`config.mk`:
```
export PLATFORM = sky130hd
export DESIGN_NAME = memory_frontend
export DESIGN_NICKNAME = d
export VERILOG_FILES = /design/src/rtl/memory_pkg.sv /design/src/rtl/byte_lane_aligner.sv /design/src/rtl/memory_frontend.sv
export SDC_FILE = /design/constraint.sdc
export NUM_CORES = 1
export LEC_CHECK = 0
export CAP_MARGIN = 15
export CORE_ASPECT_RATIO = 0.7
export CORE_UTILIZATION = 25
export CTS_CLUSTER_SIZE = 8
export DETAILED_ROUTE_END_ITERATION = 8
export GPL_TIMING_DRIVEN = 0
export PLACE_DENSITY = 0.51
export RECOVER_POWER = 100
export SYNTH_ARGS = -nofsm -noshare
export SYNTH_HDL_FRONTEND = slang
export SYNTH_HIERARCHICAL = 1
export SYNTH_SLANG_ARGS = --single-unit
```
`constraint.sdc`:
```
create_clock -name clock -period 3.9 [get_ports clock]
set_input_delay 0.585 -clock clock [delete_from_list [all_inputs] [get_ports clock]]
set_output_delay 0.585 -clock clock [all_outputs]
set_load 0.03 [all_outputs]
```
`src/rtl/memory_pkg.sv`:
```
// memory_pkg: shared definitions for the memory front end.
//   state_t       - front-end FSM states
//   F3_*          - RV32I load/store width codes carried on funct3
//   access_fault  - classifies a request as illegal (bad width code or
//                   misaligned) from its direction, width code and the
//                   two low address bits
package memory_pkg;

  typedef enum logic [2:0] {
    IDLE  = 3'd0,
    READ  = 3'd1,
    DATA  = 3'd2,
    WRITE = 3'd3,
    RESP  = 3'd4
  } state_t;

  localparam logic [2:0] F3_B  = 3'b000;
  localparam logic [2:0] F3_H  = 3'b001;
  localparam logic [2:0] F3_W  = 3'b010;
  localparam logic [2:0] F3_BU = 3'b100;
  localparam logic [2:0] F3_HU = 3'b101;

  function automatic logic access_fault(input logic       write,
                                        input logic [2:0] funct3,
                                        input logic [1:0] offset);
    logic bad_code;
    logic misaligned;
    // Stores have no unsigned variants, so only B/H/W are legal for them.
    if (write)
      bad_code = !(funct3 inside {F3_B, F3_H, F3_W});
    else
      bad_code = !(funct3 inside {F3_B, F3_H, F3_W, F3_BU, F3_HU});
    misaligned = ((funct3 == F3_H || funct3 == F3_HU) && offset[0]) ||
                 ((funct3 == F3_W) && (offset != 2'b00));
    return bad_code || misaligned;
  endfunction

endpackage

```
`src/rtl/byte_lane_aligner.sv`:
```
// byte_lane_aligner: combinational lane logic between the core and a
// word-wide backend.
//   funct3      in  width code of the access
//   offset      in  address[1:0] of the access
//   read_word   in  word read from the backend
//   store_data  in  store source; byte/half taken from the low bits
//   load_value  out selected lane, sign- or zero-extended to 32 bits
//   merged_word out read_word with the addressed byte/half replaced by
//                   store_data (store_data itself for other codes)
module byte_lane_aligner
  import memory_pkg::*;
(
  input  logic [2:0]  funct3,
  input  logic [1:0]  offset,
  input  logic [31:0] read_word,
  input  logic [31:0] store_data,
  output logic [31:0] load_value,
  output logic [31:0] merged_word
);

  logic signed [7:0]  byte_lane;
  logic signed [15:0] half_lane;
  logic signed [31:0] byte_sext;
  logic signed [31:0] half_sext;

  always_comb begin
    byte_lane = 8'(read_word >> {offset, 3'b000});
    half_lane = 16'(read_word >> {offset[1], 4'b0000});
    // Signed-to-signed widening assignment replicates the lane's top bit.
    byte_sext = byte_lane;
    half_sext = half_lane;

    case (funct3)
      F3_B:    load_value = byte_sext;
      F3_H:    load_value = half_sext;
      F3_BU:   load_value = {24'd0, byte_lane};
      F3_HU:   load_value = {16'd0, half_lane};
      default: load_value = read_word;
    endcase
  end

  always_comb begin
    merged_word = read_word;
    case (funct3)
      F3_B:    merged_word[{offset, 3'b000} +: 8]     = store_data[7:0];
      F3_H:    merged_word[{offset[1], 4'b0000} +: 16] = store_data[15:0];
      default: merged_word = store_data;
    endcase
  end

endmodule

```
`src/rtl/memory_frontend.sv`:
```
// memory_frontend: RV32I load/store front end for a 1-cycle synchronous RAM.
//   clock, reset          clock; asynchronous active-low reset
//   reqValid/reqReady     request handshake (ready only in IDLE)
//   reqWrite, funct3      direction and width code of the request
//   address, storeData    byte address and store source
//   respValid             one-cycle completion pulse
//   loadData, accessFault result and fault flag, held until next accept
//   backendAddress        word address (latched address[31:2])
//   backendDataOut        backend read data, 1 cycle after the address
//   backendDataIn         backend write data
//   backendWriteEnable    backend write strobe
// Sub-word stores are read-modify-write: READ presents the address, DATA
// merges the new lane into the returned word and writes it back.
module memory_frontend
  import memory_pkg::*;
(
  input  logic        clock,
  input  logic        reset,
  input  logic        reqValid,
  output logic        reqReady,
  input  logic        reqWrite,
  input  logic [2:0]  funct3,
  input  logic [31:0] address,
  input  logic [31:0] storeData,
  output logic        respValid,
  output logic [31:0] loadData,
  output logic        accessFault,
  output logic [29:0] backendAddress,
  input  logic [31:0] backendDataOut,
  output logic [31:0] backendDataIn,
  output logic        backendWriteEnable
);

  state_t      state;
  state_t      next_state;
  logic        req_write;
  logic [2:0]  req_funct3;
  logic [31:0] req_address;
  logic [31:0] req_store;
  logic        accept;
  logic [31:0] load_value;
  logic [31:0] merged_word;

  assign accept = (state == IDLE) && reqValid;

  byte_lane_aligner u_aligner (
    .funct3      (req_funct3),
    .offset      (req_address[1:0]),
    .read_word   (backendDataOut),
    .store_data  (req_store),
    .load_value  (load_value),
    .merged_word (merged_word)
  );

  always_ff @(posedge clock or negedge reset) begin
    if (!reset) state <= IDLE;
    else        state <= next_state;
  end

  // Request registers and result registers; results clear on every accept
  // so stores and faults report loadData=0.
  always_ff @(posedge clock or negedge reset) begin
    if (!reset) begin
      req_write   <= 1'b0;
      req_funct3  <= 3'd0;
      req_address <= 32'd0;
      req_store   <= 32'd0;
      loadData    <= 32'd0;
      accessFault <= 1'b0;
    end else if (accept) begin
      req_write   <= reqWrite;
      req_funct3  <= funct3;
      req_address <= address;
      req_store   <= storeData;
      loadData    <= 32'd0;
      accessFault <= access_fault(reqWrite, funct3, address[1:0]);
    end else if (state == DATA && !req_write) begin
      loadData    <= load_value;
    end
  end

  always_comb begin
    next_state = state;
    case (state)
      IDLE: begin
        if (reqValid) begin
          if (access_fault(reqWrite, funct3, address[1:0])) next_state = RESP;
          else if (reqWrite && funct3 == F3_W)               next_state = WRITE;
          else                                               next_state = READ;
        end
      end
      READ:    next_state = DATA;
      DATA:    next_state = RESP;
      WRITE:   next_state = RESP;
      RESP:    next_state = IDLE;
      default: next_state = IDLE;
    endcase
  end

  always_comb begin
    reqReady           = (state == IDLE);
    respValid          = (state == RESP);
    backendAddress     = req_address[31:2];
    backendWriteEnable = (state == WRITE) || (state == DATA && req_write);
    backendDataIn      = (state == WRITE) ? req_store : merged_word;
  end

endmodule

```
== Word-level counts from Yosys, hierarchy flattened ==
Index checks and enable logic that the tools add are counted.

* Register bits: 104
* Output and inout bits: 98
* Bits of input ports: 103

* Multiplexer cells: 15
* Reductions and logical operators: 22
* Shift-type cells: 6
* Equality and inequality tests: 12
* Add/sub/neg operators: 2

{| class="wikitable"
|+ Operators with widths
! cell !! number
|-
| 32-bit one-hot mux with 4 select lines || 1
|-
| 32-bit 2-to-1 mux || 3
|-
| 32-bit bitwise mux || 2
|-
| 32-bit one-hot mux with 2 select lines || 1
|-
| 16-bit by 7-bit variable shift with 32-bit output, first input constant || 1
|-
| 8-bit by 7-bit variable shift with 32-bit output, first input constant || 1
|-
| 16-bit by 7-bit indexed part select with 32-bit output || 1
|-
| 8-bit by 7-bit indexed part select with 32-bit output || 1
|-
| 32-bit by 5-bit right shift with 16-bit output || 1
|-
| 32-bit by 5-bit right shift with 8-bit output || 1
|-
| 3-bit equality test, second input constant || 5
|-
| 5-bit negator with 7-bit output || 2
|-
| 3-bit by 1-bit equality test with 1-bit output, second input constant || 3
|-
| 3-bit by 2-bit equality test with 1-bit output, second input constant || 3
|-
| 3-bit logical NOT || 3
|-
| 3-bit one-hot mux with 3 select lines || 1
|-
| 1-bit logical AND || 6
|-
| 3-bit 2-to-1 mux || 2
|-
| 1-bit logical OR || 5
|-
| 5-bit nonzero test || 1
|-
| 1-bit 2-to-1 mux || 4
|-
| 2-bit nonzero test || 2
|-
| 1-bit logical NOT || 3
|-
| 3-bit nonzero test || 1
|-
| other kinds (3) || 3
|}

== Longest topological paths before layout ==
* Word-level depth: 10
* Gate-level depth with buffers: 9
* Depth with buffers taken out: 6

== Hierarchy ==
The synthesis kept the hierarchy.

{| class="wikitable"
|+ By module, submodules not included
! module !! times used !! cells an instance !! area an instance (µm²)
|-
| memory_frontend || 1 || 372 || 4,735.8
|-
| byte_lane_aligner || 1 || 300 || 2,011.9
|}

== Worst setup path before layout ==
Ideal clock, no wire load.

* Kind: reg2out
* From: register req_address[1]
* To: output backendDataIn[14]
* Path slack: 0.898 ns
* Data arrival time: 2.417 ns
* Data required time: 3.315 ns
* Stages on the path, launching flop included: 10
* Cells stage by stage: dfrtp_1 > buf_2 > inv_1 > buf_1 > ha_1 > and4b_1 > clkbuf_1 > a221oi_1 > a211oi_1 > mux2_2

* Longest elaborated chain between the ends: 5

{| class="wikitable"
|+ Ends and longest elaborated chain
! what !! line !! text
|-
| start: declaration || memory_frontend.sv:38 || <nowiki>logic [31:0] req_address;</nowiki>
|-
| start signal: assignment || memory_frontend.sv:73 || <nowiki>req_address <= address;</nowiki>
|-
| 5-bit negator with 7-bit output (on tied branches) || byte_lane_aligner.sv:46, byte_lane_aligner.sv:45 ||
|-
| 16-bit by 7-bit indexed part select with 32-bit output, or another cell as far along || byte_lane_aligner.sv:46 || <nowiki>F3_H: merged_word[{offset[1], 4'b0000} +: 16] = store_data[15:0];</nowiki>
|-
| 32-bit bitwise mux (on tied branches) || byte_lane_aligner.sv:46, byte_lane_aligner.sv:45 ||
|-
| 32-bit one-hot mux with 2 select lines (*) || byte_lane_aligner.sv:44 || <nowiki>case (funct3)</nowiki>
|-
| via merged_word[14] || memory_frontend.sv:42 || <nowiki>logic [31:0] merged_word;</nowiki>
|-
| 32-bit 2-to-1 mux (*) || memory_frontend.sv:105 || <nowiki>backendDataIn = (state == WRITE) ? req_store : merged_word;</nowiki>
|-
| end: declaration || memory_frontend.sv:30 || <nowiki>output logic [31:0] backendDataIn,</nowiki>
|}

The timed path passes the listed nets; every way through them passes the cells marked *.

== Worst setup path after layout ==
* From: register req_address[1]
* To: output backendDataIn[31]

The elaborated chain is that of the path after synthesis.

==> flow_summary_export.csv <==
group,metric,value,unit
floorplan,initial_core_util,25.8,%
power_and_ir_drop,switching_share,43.9,%
power_and_ir_drop,power.internal,0.00303,W
floorplan,fp.dieH,139,um
clock_network,cts-buffers-inserted,9,
detailed_routing,remaining_drc_errors,0,
finish,layout-drive-gt1-share,19.6,%
timing,holdWs,0.488,ns
grt,grt_pass1_vias,5994,
floorplan,num_io_pins,201,
worst_setup_path,path_cells,"clkbuf_4 -> clkinvlp_4 -> ha_2 -> nor4bb_1 -> buf_2 -> a221o_1 -> a22o_1 -> mux2_1 -> dlygate4sd2_1",
timing,setup_viol,0,
detailed_routing,num_vias,6198,
detailed_routing,top_layer,"met4",
power_and_ir_drop,p_leak,3.86,nW
floorplan,core_area,0.0261,mm^2
yosys,yosysTopAreaCell,"dfrtp_1",
worst_setup_path,ff2ff_path_depth,7,
power_and_ir_drop,pwr-share-comb,53.2,%
detailed_routing,dr_wl_met3,1.98,mm
timing,hold_viol_final,0,
worst_setup_path,arrival,3.16,ns
clock_network,cts.sinks,104,
finish,nets,992,
detailed_routing,dr.pass1.iters,5,
placement,io_buffer_count,200,
finish,nFillCells,2714,
worst_setup_path,cpPeakStageDelay,0.47,ns
yosys,netlist_instances,672,
placement,dp.cells,1230,
timing,max_freq,267,MHz
run_status,status,"finished clean",
yosys,synth_fp_nets,780,
yosys,yosys_most_used_dff,"dfrtp_1",
yosys,synth-seq-cells,104,
detailed_routing,drtAntennaViolNets,0,
worst_setup_path,crit_slowest_cell,"dfrtp_1",
worst_setup_path,worst_ep_required_time,3.31,ns
detailed_routing,wl_met1,12.6,mm
finish,stdcell_count,1246,
placement,dp_hpwl,19.3,mm
grt,grt_overflow,0,
yosys,synth_top_cell_area_share,38.6,%
yosys,ys_seq_area_share,38.6,%
yosys,syn-cell-area,0.00675,mm^2
placement,place_worst_setup_slack,-0.435,ns
clock_network,htreeDepth,3,
detailed_routing,met2_length,10.2,mm
worst_setup_path,path_max_fanout,10,
grt,grt_pass1_wl,37.6,mm
yosys,synth_edf_count,0,
worst_setup_path,rr_startpoint,"state[0]",
timing,rsz0062_at_grt,"false",
clock_network,ctsHoldBuffers,0,
finish,area_delta_synth_final,39.5,%
power_and_ir_drop,p_clk_share,18.5,%
power_and_ir_drop,p_per_area,574,mW/mm^2
yosys,ys_top_cells_by_area,"dfrtp_1 (39%), mux2_2 (12%), mux2_1 (4.8%), buf_4 (4.1%), nand2_1 (4.0%)",
timing,worst_pin_slew,1.33,ns
worst_setup_path,end_kind,"primary output",
finish,finish.utilization,36.0,%
timing,skew,0.0129,ns
finish,antenna-diode-count,0,
floorplan,die_w,198,um
yosys,async_reset_ff_share,100,%
power_and_ir_drop,vdd_drop_max,0.330,mV
clock_network,clk_path_buf_depth,2,
floorplan,fp-row-count,49,
timing,slew_headroom,11.1,%
timing,tns,0,ns
placement,gp_congestion,0.850,
detailed_routing,drt_iter0_markers,624,
timing,period_minus_slack,3.75,ns
power_and_ir_drop,power_switching,0.00237,W
detailed_routing,totalWireLength,25.1,mm
worst_setup_path,path_class,"reg2out",
worst_hold_path,worstHoldStart,"req_funct3[0]",
grt,grt_usage,18.3,%
worst_hold_path,hold_path_class,"reg2reg",
timing,setup_ws,0.155,ns
clock_network,cts_root_buffer,"clkbuf_16",
floorplan,die_area,0.0277,mm^2
yosys,syn_avg_cell_area,10.0,um^2
yosys,ys_types,61,
grt,antenna_found_initial,0,
detailed_routing,avgViaCountPerCell,4.97,
clock_network,cts_tree,"yes",
power_and_ir_drop,seq_power_share,28.3,%
flow_run,cap_violations,0,
worst_hold_path,hold_path_depth,1,
detailed_routing,routedWlPerCell,20.2,um
worst_setup_path,startpoint,"req_address[1]",
clock_network,clk_latency,0.37,ns
timing,drv_slew,0,
yosys,ys_warn_count,6,
worst_setup_path,startpoint_type,"flop",
clock_network,path_clk_slew,0.08,ns
timing,min_period_over_period,96.0,%
grt,grt_start_max_net_pins,84,
[power groups by stage]
stage / clock network [W] / logic (W) / registers, W
final: 0.000999 / 0.00288 / 0.00153
after global routing: 0.00109 / 0.00306 / 0.00157
after CTS: 0.00105 / 0.00299 / 0.00153
after detailed placement: 0 / 0.00304 / 0.00156
after global placement: 0 / 0.00303 / 0.00155
after floorplan: 0 / 0.00193 / 0.00151
[final cells by class]
cell class              count  area (um^2)  share of cell area, %
multi-input cells         473         3510                   37.3
clock buffers               9          225                   2.39
flip-flops and latches    104         2600                   27.6
inverters                   6         26.3                  0.279
clock inverters             7         97.6                   1.04
well taps                 357          447                   4.74
repair buffers            203         1960                   20.8
plain buffers              87          542                   5.75
[cells in the mapped netlist (4+ instances only)]
cell type	count
buf_4	37
o21ai_1	7
nand2b_1	10
a221o_1	7
ha_1	5
a221oi_1	19
nand2_1	72
nand2_2	10
nor4b_1	8
o21ai_0	19
mux2_2	73
and2_1	7
mux2_1	29
inv_1	5
nor2_1	41
a21oi_1	34
and3_1	9
buf_6	11
nor2b_1	4
dfrtp_1	104
o22ai_1	15
o21a_1	7
a211oi_1	21
a22o_1	7
mux2i_1	16
clkbuf_1	15
buf_2	24
a311o_1	8
a21oi_2	10
[layer usage]
layer / up-vias / global-route usage (%)
li1: 2843 / -
met2: 279 / 25.7
met5: - / 0
met4: 0 / 3.92
met1: 3060 / 27.9
met3: 16 / 4.19
[through the flow]
step / total power [W] / cell area (um^2)
2_1_floorplan: 0.00345 / 6750
3_3_place_gp: 0.00458 / 9200
3_5_place_dp: 0.00460 / 9230
4_1_cts: 0.00557 / 9550
5_1_grt: 0.00571 / 9420
6_report: 0.00541 / 9420
[placed cells by master, fill, tap and decap left out, types with 3 or more instances in the layout]
cell type        synthesis  layout
a21oi_1                 34      39
clkdlybuf4s50_1          0      99
nor4b_1                  8       8
dfrtp_1                104     104
a221o_1                  7       7
buf_4                   37      36
clkbuf_1                15      34
dlygate4sd3_1            0      70
o21ai_0                 19      19
mux2_2                  73      65
ha_1                     5       4
nand2b_1                10      10
buf_6                   11       8
nand2_2                 10      10
mux2_1                  29      37
a221oi_1                19      21
nor3_1                   2       3
nand2_1                 72      72
a21oi_2                 10       5
a211oi_1                21      21
buf_2                   24      18
inv_1                    5       4
dlygate4sd2_1            0      22
mux2i_1                 16      16
a22o_1                   7       7
nor2b_1                  4       4
nor2_1                  41      41
a311o_1                  8       8
clkbuf_16                0       9
and3_1                   9       9
inv_6                    0       3
o22ai_1                 15      15
o21ai_1                  7       6
and2_1                   7       7
o21a_1                   7       7
[worst max-delay path, delay by kind of cell, from the launching register on]
family | cells | cell delay, ns
adder cells (fa/ha/maj) | 1 | 0.43
buffers and inverters | 4 | 0.99
multiplexers | 1 | 0.33
AO/OA/AOI/OAI | 2 | 0.49
AND/OR/NAND/NOR | 1 | 0.07
flip-flops | 1 | 0.47
[worst paths after layout]
check | to | slack, ns
max in group asynchronous | req_store[14] | 2.35
min reg2reg | req_funct3[0] | 0.49
max | backendDataIn[31] | 0.15
max reg2reg | loadData[12] | 0.95
min in group asynchronous | req_address[4] | 0.50
min | req_funct3[0] | 0.49
[sequential cells by signal (all words and copies together), names as in the netlist]
name / count
req_address: 32
req_write: 1
state: 3
req_funct3: 3
req_store: 32
accessFault: 1
loadData: 32
[kinds of logic after synthesis]
family | share of synthesized area, %
simple gates | 14.0
compound gates | 17.7
mux | 19.7
flops | 38.6
buf+inv | 9.03
fa+ha+maj | 0.927
[what timing repair did]
item | in CTS | in global routing
resized for setup | 26 | 12
endpoints found under the setup margin | 32 | 23
setup buffers | 2 | 0
Power figures use the tool's default switching activity.
